## src/rtl/hs_spi_slave_axi_m_if.sv

```systemverilog
// AXI4-Lite signal bundle: the SPI bridge drives the m side, the addressed target the s side.
interface axi4_lite_if #(
    parameter int AW = 10,
    parameter int DW = 32
);
    logic [AW-1:0]   awaddr;
    logic            awvalid;
    logic            awready;
    logic [DW-1:0]   wdata;
    logic [DW/8-1:0] wstrb;
    logic            wvalid;
    logic            wready;
    logic [1:0]      bresp;
    logic            bvalid;
    logic            bready;
    logic [AW-1:0]   araddr;
    logic            arvalid;
    logic            arready;
    logic [DW-1:0]   rdata;
    logic [1:0]      rresp;
    logic            rvalid;
    logic            rready;

    modport m (
        output awaddr, awvalid, wdata, wstrb, wvalid, bready, araddr, arvalid, rready,
        input  awready, wready, bresp, bvalid, arready, rdata, rresp, rvalid
    );
    modport s (
        input  awaddr, awvalid, wdata, wstrb, wvalid, bready, araddr, arvalid, rready,
        output awready, wready, bresp, bvalid, arready, rdata, rresp, rvalid
    );
endinterface

```

## src/rtl/hs_spi_slave_axi_m.sv

```systemverilog
// Quad-lane SPI slave: each CSn frame becomes one AXI4-Lite single-beat read or write.
// SCK/CSn/MOSI are oversampled in aclk; there is no second clock domain.
module hs_spi_slave_axi_m #(
    parameter int AW           = 10,
    parameter int DW           = 32,
    parameter int SPI_W        = 4,
    parameter int DUMMY_CYCLES = 4
) (
    input  logic             aclk,
    input  logic             aresetn,
    axi4_lite_if.m           bus_axi,
    input  logic             SCK,
    input  logic             CSn,
    input  logic [SPI_W-1:0] MOSI,
    output logic [SPI_W-1:0] MISO,
    output logic             idle,
    output logic             err,
    input  logic             err_clr
);
    localparam int CMD_N  = 8 / SPI_W;
    localparam int ADDR_N = 16 / SPI_W;
    localparam int DATA_N = DW / SPI_W;
    localparam int SW     = (DW > 16) ? DW : 16;
    localparam int MAX_A  = (DATA_N > ADDR_N) ? DATA_N : ADDR_N;
    localparam int MAX_N  = (MAX_A > DUMMY_CYCLES) ? MAX_A : DUMMY_CYCLES;
    localparam int CW     = $clog2(MAX_N + 1);

    typedef enum logic [2:0] {S_IDLE, S_CMD, S_ADDR, S_WDATA, S_DUMMY, S_RDATA, S_DONE} spi_state_t;
    typedef enum logic [2:0] {A_IDLE, A_WR, A_B, A_RD, A_R} axi_state_t;

    logic [1:0]       sck_sync, csn_sync;
    logic [SPI_W-1:0] mosi_meta, mosi_s;
    logic             sck_d, csn_d;
    logic             sck_rise, sck_fall, csn_s, csn_fall;

    spi_state_t       spi_state, spi_next;
    axi_state_t       a_state, a_next;
    logic [CW-1:0]    cnt;
    logic [SW-1:0]    in_sr, in_next;
    logic             is_read;
    logic [AW-1:0]    addr_q, axi_addr;
    logic [DW-1:0]    wdata_q, hold, rd_sr;
    logic             hold_valid, rd_loaded;
    logic             aw_done, w_done;
    logic             wr_req, rd_req, req_drop, resp_err, late;

    // NOTE: every flop uses <= so all registers see pre-edge values, independent of block order.
    always_ff @(posedge aclk) begin
        if (!aresetn) begin
            sck_sync  <= '0;
            csn_sync  <= '1;
            mosi_meta <= '0;
            mosi_s    <= '0;
            sck_d     <= 1'b0;
            csn_d     <= 1'b1;
        end else begin
            sck_sync  <= {sck_sync[0], SCK};
            csn_sync  <= {csn_sync[0], CSn};
            mosi_meta <= MOSI;
            mosi_s    <= mosi_meta;
            sck_d     <= sck_sync[1];
            csn_d     <= csn_sync[1];
        end
    end

    assign sck_rise = sck_sync[1] & ~sck_d;
    assign sck_fall = ~sck_sync[1] & sck_d;
    assign csn_s    = csn_sync[1];
    assign csn_fall = ~csn_s & csn_d;
    assign in_next  = {in_sr[SW-SPI_W-1:0], mosi_s};

    // NOTE: every always_comb output gets a default first, so no path can infer a latch.
    always_comb begin
        spi_next = spi_state;
        wr_req   = 1'b0;
        rd_req   = 1'b0;
        unique case (spi_state)
            S_IDLE:  if (csn_fall) spi_next = S_CMD;
            S_CMD:   if (sck_rise && cnt == CW'(CMD_N - 1)) spi_next = S_ADDR;
            S_ADDR:  if (sck_rise && cnt == CW'(ADDR_N - 1)) begin
                         spi_next = is_read ? S_DUMMY : S_WDATA;
                         rd_req   = is_read;
                     end
            S_WDATA: if (sck_rise && cnt == CW'(DATA_N - 1)) begin
                         spi_next = S_DONE;
                         wr_req   = 1'b1;
                     end
            S_DUMMY: if (sck_rise && cnt == CW'(DUMMY_CYCLES - 1)) spi_next = S_RDATA;
            S_RDATA: if (sck_rise && cnt == CW'(DATA_N - 1)) spi_next = S_DONE;
            S_DONE:  spi_next = S_DONE;
            default: spi_next = S_IDLE;
        endcase
        if (csn_s) begin
            spi_next = S_IDLE;
            wr_req   = 1'b0;
            rd_req   = 1'b0;
        end
    end

    // NOTE: shift/data registers are not reset; their contents only matter behind a reset valid/state.
    always_ff @(posedge aclk) begin
        if (sck_rise && (spi_state inside {S_CMD, S_ADDR, S_WDATA})) in_sr <= in_next;
        if (spi_state == S_ADDR && spi_next inside {S_DUMMY, S_WDATA}) addr_q <= in_next[AW-1:0];
        if (a_state == A_IDLE && (wr_req || rd_req)) begin
            axi_addr <= wr_req ? addr_q : in_next[AW-1:0];
            wdata_q  <= in_next[DW-1:0];
        end
        if (bus_axi.rvalid && bus_axi.rready) hold <= bus_axi.rdata;
    end

    always_ff @(posedge aclk) begin
        if (!aresetn) begin
            spi_state <= S_IDLE;
            cnt       <= '0;
            is_read   <= 1'b0;
        end else begin
            spi_state <= spi_next;
            if (spi_next != spi_state) cnt <= '0;
            else if (sck_rise)         cnt <= cnt + CW'(1);
            if (spi_state == S_CMD && spi_next == S_ADDR) is_read <= in_next[7];
        end
    end

    // Read data: first fall in RDATA loads the holding register, later falls shift MSB-first.
    assign late = (spi_state == S_RDATA) && !csn_s && sck_fall && !rd_loaded && !hold_valid;

    always_ff @(posedge aclk) begin
        if (!aresetn) begin
            rd_sr     <= '0;
            rd_loaded <= 1'b0;
        end else if (spi_state != S_RDATA || csn_s) begin
            rd_sr     <= '0;
            rd_loaded <= 1'b0;
        end else if (sck_fall) begin
            rd_loaded <= 1'b1;
            if (rd_loaded)       rd_sr <= {rd_sr[DW-SPI_W-1:0], {SPI_W{1'b0}}};
            else if (hold_valid) rd_sr <= hold;
            else                 rd_sr <= '0;
        end
    end

    assign MISO = rd_sr[DW-1 -: SPI_W];

    always_comb begin
        a_next           = a_state;
        bus_axi.awvalid  = 1'b0;
        bus_axi.wvalid   = 1'b0;
        bus_axi.bready   = 1'b0;
        bus_axi.arvalid  = 1'b0;
        bus_axi.rready   = 1'b0;
        bus_axi.awaddr   = axi_addr;
        bus_axi.araddr   = axi_addr;
        bus_axi.wdata    = wdata_q;
        bus_axi.wstrb    = '1;
        unique case (a_state)
            A_IDLE: begin
                if (wr_req)      a_next = A_WR;
                else if (rd_req) a_next = A_RD;
            end
            A_WR: begin
                bus_axi.awvalid = !aw_done;
                bus_axi.wvalid  = !w_done;
                if ((aw_done || bus_axi.awready) && (w_done || bus_axi.wready)) a_next = A_B;
            end
            A_B: begin
                bus_axi.bready = 1'b1;
                if (bus_axi.bvalid) a_next = A_IDLE;
            end
            A_RD: begin
                bus_axi.arvalid = 1'b1;
                if (bus_axi.arready) a_next = A_R;
            end
            A_R: begin
                bus_axi.rready = 1'b1;
                if (bus_axi.rvalid) a_next = A_IDLE;
            end
            default: a_next = A_IDLE;
        endcase
    end

    assign req_drop = (wr_req || rd_req) && (a_state != A_IDLE);
    assign resp_err = (bus_axi.bvalid && bus_axi.bready && bus_axi.bresp != 2'b00) ||
                      (bus_axi.rvalid && bus_axi.rready && bus_axi.rresp != 2'b00);

    always_ff @(posedge aclk) begin
        if (!aresetn) begin
            a_state    <= A_IDLE;
            aw_done    <= 1'b0;
            w_done     <= 1'b0;
            hold_valid <= 1'b0;
            err        <= 1'b0;
        end else begin
            a_state <= a_next;
            if (a_state == A_IDLE) begin
                aw_done <= 1'b0;
                w_done  <= 1'b0;
            end else begin
                if (bus_axi.awvalid && bus_axi.awready) aw_done <= 1'b1;
                if (bus_axi.wvalid && bus_axi.wready)   w_done  <= 1'b1;
            end
            if (bus_axi.rvalid && bus_axi.rready)      hold_valid <= 1'b1;
            else if (a_state == A_IDLE && rd_req)      hold_valid <= 1'b0;
            if (req_drop || resp_err || late) err <= 1'b1;
            else if (err_clr)                 err <= 1'b0;
        end
    end

    assign idle = (spi_state == S_IDLE) && (a_state == A_IDLE) && csn_s;

endmodule

```

## src/flat_wrapper.sv

```systemverilog
// flat-port wrapper written by rule: the top's interface ports become plain ports
module hs_spi_slave_axi_m_flat 
#(
    parameter int AW           = 10,
    parameter int DW           = 32,
    parameter int SPI_W        = 4,
    parameter int DUMMY_CYCLES = 4
)
  (aclk, aresetn, SCK, CSn, MOSI, MISO, idle, err, err_clr, bus_axi_awaddr, bus_axi_awvalid, bus_axi_wdata, bus_axi_wstrb, bus_axi_wvalid, bus_axi_bready, bus_axi_araddr, bus_axi_arvalid, bus_axi_rready, bus_axi_awready, bus_axi_wready, bus_axi_bresp, bus_axi_bvalid, bus_axi_arready, bus_axi_rdata, bus_axi_rresp, bus_axi_rvalid);
  axi4_lite_if #(.AW(AW), .DW(DW)) bus_axi_i ();
  input  logic aclk;
  input  logic aresetn;
  input  logic SCK;
  input  logic CSn;
  input  logic [SPI_W-1:0] MOSI;
  output logic [SPI_W-1:0] MISO;
  output logic idle;
  output logic err;
  input  logic err_clr;
  output wire logic [$bits(bus_axi_i.awaddr)-1:0] bus_axi_awaddr;
  output wire logic [$bits(bus_axi_i.awvalid)-1:0] bus_axi_awvalid;
  output wire logic [$bits(bus_axi_i.wdata)-1:0] bus_axi_wdata;
  output wire logic [$bits(bus_axi_i.wstrb)-1:0] bus_axi_wstrb;
  output wire logic [$bits(bus_axi_i.wvalid)-1:0] bus_axi_wvalid;
  output wire logic [$bits(bus_axi_i.bready)-1:0] bus_axi_bready;
  output wire logic [$bits(bus_axi_i.araddr)-1:0] bus_axi_araddr;
  output wire logic [$bits(bus_axi_i.arvalid)-1:0] bus_axi_arvalid;
  output wire logic [$bits(bus_axi_i.rready)-1:0] bus_axi_rready;
  input wire logic [$bits(bus_axi_i.awready)-1:0] bus_axi_awready;
  input wire logic [$bits(bus_axi_i.wready)-1:0] bus_axi_wready;
  input wire logic [$bits(bus_axi_i.bresp)-1:0] bus_axi_bresp;
  input wire logic [$bits(bus_axi_i.bvalid)-1:0] bus_axi_bvalid;
  input wire logic [$bits(bus_axi_i.arready)-1:0] bus_axi_arready;
  input wire logic [$bits(bus_axi_i.rdata)-1:0] bus_axi_rdata;
  input wire logic [$bits(bus_axi_i.rresp)-1:0] bus_axi_rresp;
  input wire logic [$bits(bus_axi_i.rvalid)-1:0] bus_axi_rvalid;
  assign bus_axi_awaddr = bus_axi_i.awaddr;
  assign bus_axi_awvalid = bus_axi_i.awvalid;
  assign bus_axi_wdata = bus_axi_i.wdata;
  assign bus_axi_wstrb = bus_axi_i.wstrb;
  assign bus_axi_wvalid = bus_axi_i.wvalid;
  assign bus_axi_bready = bus_axi_i.bready;
  assign bus_axi_araddr = bus_axi_i.araddr;
  assign bus_axi_arvalid = bus_axi_i.arvalid;
  assign bus_axi_rready = bus_axi_i.rready;
  assign bus_axi_i.awready = bus_axi_awready;
  assign bus_axi_i.wready = bus_axi_wready;
  assign bus_axi_i.bresp = bus_axi_bresp;
  assign bus_axi_i.bvalid = bus_axi_bvalid;
  assign bus_axi_i.arready = bus_axi_arready;
  assign bus_axi_i.rdata = bus_axi_rdata;
  assign bus_axi_i.rresp = bus_axi_rresp;
  assign bus_axi_i.rvalid = bus_axi_rvalid;
  hs_spi_slave_axi_m #(.AW(AW), .DW(DW), .SPI_W(SPI_W), .DUMMY_CYCLES(DUMMY_CYCLES)) u_core (.aclk(aclk), .aresetn(aresetn), .bus_axi(bus_axi_i), .SCK(SCK), .CSn(CSn), .MOSI(MOSI), .MISO(MISO), .idle(idle), .err(err), .err_clr(err_clr));
endmodule
```

## config.mk

```make
export PLATFORM = sky130hd
export DESIGN_NAME = hs_spi_slave_axi_m_flat
export DESIGN_NICKNAME = d
export VERILOG_FILES = /design/src/rtl/hs_spi_slave_axi_m_if.sv /design/src/rtl/hs_spi_slave_axi_m.sv /design/src/flat_wrapper.sv
export SDC_FILE = /design/constraint.sdc
export NUM_CORES = 1
export LEC_CHECK = 0
export CAP_MARGIN = 30
export CELL_PAD_IN_SITES_DETAIL_PLACEMENT = 0
export CELL_PAD_IN_SITES_GLOBAL_PLACEMENT = 1
export CORE_ASPECT_RATIO = 1.2
export CORE_MARGIN = 3
export CORE_UTILIZATION = 43
export DETAILED_ROUTE_END_ITERATION = 12
export GPL_TIMING_DRIVEN = 0
export PLACE_DENSITY = 0.79
export SYNTH_ARGS = -nofsm -noshare
export SYNTH_HDL_FRONTEND = slang
export SYNTH_SLANG_ARGS = --single-unit
export TNS_END_PERCENT = 50
```

## constraint.sdc

```tcl
create_clock -name aclk -period 3.65 [get_ports aclk]
set_input_delay 0.5475 -clock aclk [delete_from_list [all_inputs] [get_ports aclk]]
set_output_delay 0.5475 -clock aclk [all_outputs]
set_load 0.05 [all_outputs]
```

**After elaboration in Yosys (flattened, before gate mapping)**

Cells that the tools add are included.

- Bits in registers: 174
- Input port bits: 50
- Logic and storage cells: 133

- $add $sub $neg: 1
- Equal/unequal tests: 23
- Mux-type cells: 33
- Bitwise operators: 7
- Reduce and logical (&&, ||, !) cells: 48

Operators with widths:

| operator | number |
|---|---|
| two-way mux 32 bit | 2 |
| two-way mux 3 bit | 13 |
| logical AND 1 bit | 22 |
| equality test 3 x 2 -> 1 bit (second input constant) | 6 |
| case mux 3 bit (6 select lines) | 1 |
| equality test 3 bit (second input constant) | 5 |
| two-way mux 1 bit | 15 |
| case mux 3 bit (5 select lines) | 1 |
| two-way mux 10 bit | 1 |
| nonzero test 2 bit | 5 |
| OR reduction 2 bit | 4 |
| logical OR 1 bit | 7 |
| equality test 3 x 1 -> 1 bit (second input constant) | 2 |
| zero test 3 bit | 2 |
| inequality test 2 bit (second input constant) | 3 |
| nonzero test 3 bit | 2 |
| zero test 1 bit | 5 |
| AND reduction 5 bit | 1 |
| adder 4 x 1 -> 4 bit (second input constant) | 1 |
| equality test 4 x 1 -> 1 bit (second input constant) | 1 |
| equality test 4 x 2 -> 1 bit (second input constant) | 1 |
| equality test 4 x 3 -> 1 bit (second input constant) | 1 |
| NOT 1 bit | 4 |
| bitwise AND 1 bit | 3 |
| other kinds (4) | 4 |

**Depth between registers and ports, before layout**

- Word-level depth: 11
- Mapped depth: 7
- Mapped depth without buffers: 6

**Worst setup path after synthesis**

OpenSTA, ideal clock, no wires.

- Kind: register -> register
- From: reg u_core.cnt[0]
- To: reg u_core.axi_addr[0] (netlist: u_core.bus_axi.araddr[0]) (enable)
- Setup time: 0.443 ns
- Arrival time: 2.848 ns
- Required time: 3.207 ns
- Slack: 0.359 ns
- Cell stages (with the launch flop): 6
- Path buffers: 1
- Period minus slack after synthesis: 3.291 ns
- Cell sequence: dfxtp_1 ha_1 and4bb_2 buf_2 o211ai_1 nor2_1

- Cells in the longest elaborated chain, start to end: 7
- Elaborated cells on any way between the ends: 12
- Those cells by class: eq/ne (2); mux (6); reduce/logical (4)

Ends and longest elaborated chain:

| element | line | source |
|---|---|---|
| start, declared | hs_spi_slave_axi_m.sv:38 | `logic [CW-1:0] cnt;` |
| start signal, assigned | hs_spi_slave_axi_m.sv:119 | `else if (sck_rise) cnt <= cnt + CW'(1);` |
| equality test 4 x 3 -> 1 bit / equality test 4 x 2 -> 1 bit (equally long branches) | hs_spi_slave_axi_m.sv:84, hs_spi_slave_axi_m.sv:80 |  |
| logical AND 1 bit, on equally long branches | hs_spi_slave_axi_m.sv:84, hs_spi_slave_axi_m.sv:80 |  |
| two-way mux 1 bit, on equally long branches | hs_spi_slave_axi_m.sv:84, hs_spi_slave_axi_m.sv:80 |  |
| two-way mux 1 bit | hs_spi_slave_axi_m.sv:77 | `unique case (spi_state)` |
| two-way mux 1 bit | hs_spi_slave_axi_m.sv:93 | `if (csn_s) begin` |
| logical OR 1 bit * | hs_spi_slave_axi_m.sv:104 | `if (a_state == A_IDLE && (wr_req \|\| rd_req)) begin` |
| logical AND 1 bit * | hs_spi_slave_axi_m.sv:104 |  |
| end signal, assigned | hs_spi_slave_axi_m.sv:105 | `axi_addr <= wr_req ? addr_q : in_next[AW-1:0];` |
| end, declared | hs_spi_slave_axi_m.sv:41 | `logic [AW-1:0] addr_q, axi_addr;` |

Every way passes the cells marked *; elsewhere a longest branch is shown, timed or not.
A chain may end at the register's enable or synchronous reset.

**Worst setup path after layout**

- From: reg u_core.spi_state[0]
- To: out idle

- Cells in the longest elaborated chain, start to end: 3

Ends and longest elaborated chain:

| element | line | source |
|---|---|---|
| start, declared | hs_spi_slave_axi_m.sv:36 | `spi_state_t spi_state, spi_next;` |
| start signal, assigned | hs_spi_slave_axi_m.sv:117 | `spi_state <= spi_next;` |
| zero test 3 bit | hs_spi_slave_axi_m.sv:208 | `assign idle = (spi_state == S_IDLE) && (a_state == A_IDLE) && csn_s;` |
| logical AND 1 bit (2 in a row) | hs_spi_slave_axi_m.sv:208 |  |
| end, declared | flat_wrapper.sv:17 | `output logic idle;` |

No other way between the ends.

==> flow_summary.yaml <==
final_layout:
  regArea_um2: 4600
  final_cell_count_no_fill: 809
  multi_input_comb_area_um2: 1590
  final_core_util_pct: 58.6
  syn_to_final_growth_pct: 31.6
  layout_common_cells: "clkdlybuf4s50_1, edfxtp_1, dfxtp_1"
  final_nets: 648
  nFillCells: 1177
  antenna-diode-count: 0
  drive_above_1_share_pct: 17.9
routing:
  drt_iter0_markers: 327
  vias: 4066
  wl_per_cell_um: 16.0
  antenna_left: 0
  wl_um: 12900
  via_per_inst: 5.03
  drc_errors: 0
  dr.pass1.iters: 4
clocking:
  holdBufCountCts: 0
  cts-resized-gates: 0
  tritoncts_num_sinks: 174
  htree_levels: 4
  cts_buffers: 17
  cts_tree: "built"
  clk_pin_slew_worst_paths_ps: 70
  cts_setup_buffers: 0
  cts-root-buf: "clkbuf_16"
  clk_latency_ps: 420
  clk_path_buf_depth: 2
sta:
  setup_viol: 0
  slew_headroom_pct: 56.3
  slew_viol_final: 0
  rsz0062_at_grt: "no"
  hold_viol: 0
  clock-skew-final_ps: 10.0
  fmax_mhz: 347
  fin_ws_ps: 772
  finalCritPeriodShare_pct: 78.9
  tns_ps: 0
  min_period_ps: 2880
  worstMarginPinSlew_ps: 655
yosys:
  synth_area_leaders: "edfxtp_1, dfxtp_1, nor3_2"
  seq_area_frac_synth_pct: 70.9
  async_flop_share_pct: 0
  synth-edff-count: 112
  yosys.area.top_type: "edfxtp_1"
  ys_ff_latch: 174
  post-synth-top-area-fraction_pct: 51.8
  syn_avg_cell_area_um2: 14.3
  synth_ff_type: "edfxtp_1"
  syn_area_um2: 6500
  synth_cell_types: 54
  syn_inst: 456
  ys_warn_count: 0
min_path:
  hold_class: "reg -> reg"
global_routing:
  grt_pass1_vias: 4214
  antenna_found_initial: 0
  busiest_layer: "met2"
  grt_pass1_wl_um: 21100
  track_usage_pct: 16.0
  grt_max_degree: 29
  grt_use_met1_pct: 20.1
  use_met3_pct: 4.90
  grtUsageMet2_pct: 26.7
  grt.overflow.total: 0
floorplan:
  die_area_um2: 16600
  initial_utilization_pct: 44.5
  die_w_um: 118
  num_rows: 48
  die_h_um: 141
  io_pins: 117
  core_um2: 14600
critical_path:
  critical_path_class: "reg -> out"
  critPathArrivalTime_ps: 2330
  end_kind: "output port"
  critPathTopFamily: "buffers and inverters"
  path_max_fanout: 10
  cp.buffers_inverters: 2
  worstSetupStartpointType: "register"
  cp_slowest_stage_delay_ps: 820
  crit_required_ps: 3100
  crit_slowest_cell: "clkdlybuf4s50_1"
  worstPathCellList: "clkbuf_1 > nor3_1 > and3_1 > clkdlybuf4s50_1"
place:
  place_inst: 777
  detailedPlace.worstSlack_ps: 1270
  routabilityCongestion: 0.863
  portBuffers: 112
  hpwlAfterDp_um: 9150
power:
  p_leak_nw: 2.88
  peakVddDrop_uv: 328
  p_per_area_nw_per_um2: 459
run_status:
  status: "finished clean"
job:
  drv_cap: 0
## Yosys cell counts, types with 3 or more instances
master      n
clkbuf_1   17
nor3b_1     7
mux2_2     11
edfxtp_1  112
o21bai_1    4
nand3_1     5
o21ai_0     4
buf_6       3
a221oi_1   28
a22oi_1     5
nor2b_1     7
a21oi_1     5
nor2_1     50
nor3_1     10
nand2b_1    5
dfxtp_1    62
o211ai_1    3
nand2_1    10
inv_1       7
buf_2       4
nor3_2     25
buf_4      19
and2_1     14
## state kept, by name, summed over array words and instances (netlist names), 2 cells and up
register and flops:
u_core.rd_sr 32, u_core.bus_axi.araddr 10, u_core.sck_sync 2, u_core.in_sr 28, u_core.hold 32, u_core.addr_q 10, u_core.bus_axi.wdata 32, u_core.cnt 4
u_core.mosi_meta 4, u_core.csn_sync 2, u_core.a_state 3, u_core.mosi_s 4, u_core.spi_state 3
## metal layers
metal	vias up	wire length (µm)
met5	-	0
met4	0	156
met3	14	589
met2	102	6520
met1	1989	5670
li1	1961	-
## through the flow
stage | hold WS, ps | power [mW] | cell area (µm²)
4_1_cts | 409 | 3.97 | 8550
6_report | 409 | 3.92 | 8550
2_1_floorplan | 386 | 2.18 | 6510
5_1_grt | 426 | 4.07 | 8550
3_5_place_dp | 393 | 2.25 | 7980
3_3_place_gp | 403 | 2.24 | 7880
## cell type report
cell class	instances	area share (%)
Buffer	46	3.45
Timing Repair Buffer	118	14.1
Multi-Input combinational cell	231	18.6
Clock buffer	18	5.27
Clock inverter	14	1.38
Sequential cell	174	53.8
Inverter	8	0.380
Tap cell	200	2.93
## power by group
| group | internal, mW | switching [mW] | leakage, nW |
|---|---|---|---|
| Combinational | 0.0659 | 0.0474 | 1.09 |
| Sequential | 2.08 | 0.00521 | 1.51 |
| Clock | 0.937 | 0.783 | 0.283 |
| Total | 3.09 | 0.835 | 2.88 |
## cells by family (layout without fill, tap and decap cells)
kind of cell | after synthesis | count (layout) | synth area share (%)
buf+inv | 54 | 204 | 5.04
compound gates | 66 | 66 | 8.01
simple gates | 143 | 143 | 13.0
fa+ha+maj | 2 | 2 | 0.385
other cells | 1 | 4 | 0.0577
flops | 174 | 174 | 70.9
mux | 13 | 13 | 2.21
xor+xnor | 3 | 3 | 0.404
## worst register-to-register path: stages, from the launching register on
cell,delay (ps)
dfxtp_1,300
clkbuf_2,160
nor3b_1,590
o211ai_1,280
nor2_4,470
buf_12,270
## final timing paths
| check | start | end | slack [ps] | cells after the start |
|---|---|---|---|---|
| min reg2reg | u_core.csn_sync[0] | u_core.csn_sync[1] | 410 | 1 |
| max | u_core.spi_state[0] | idle | 770 | 4 |
| min | u_core.csn_sync[0] | u_core.csn_sync[1] | 410 | 1 |
| max reg2reg | u_core.cnt[2] | u_core.bus_axi.wdata[28] | 1270 | 5 |
Note: power is estimated with default switching activity, not from simulation.
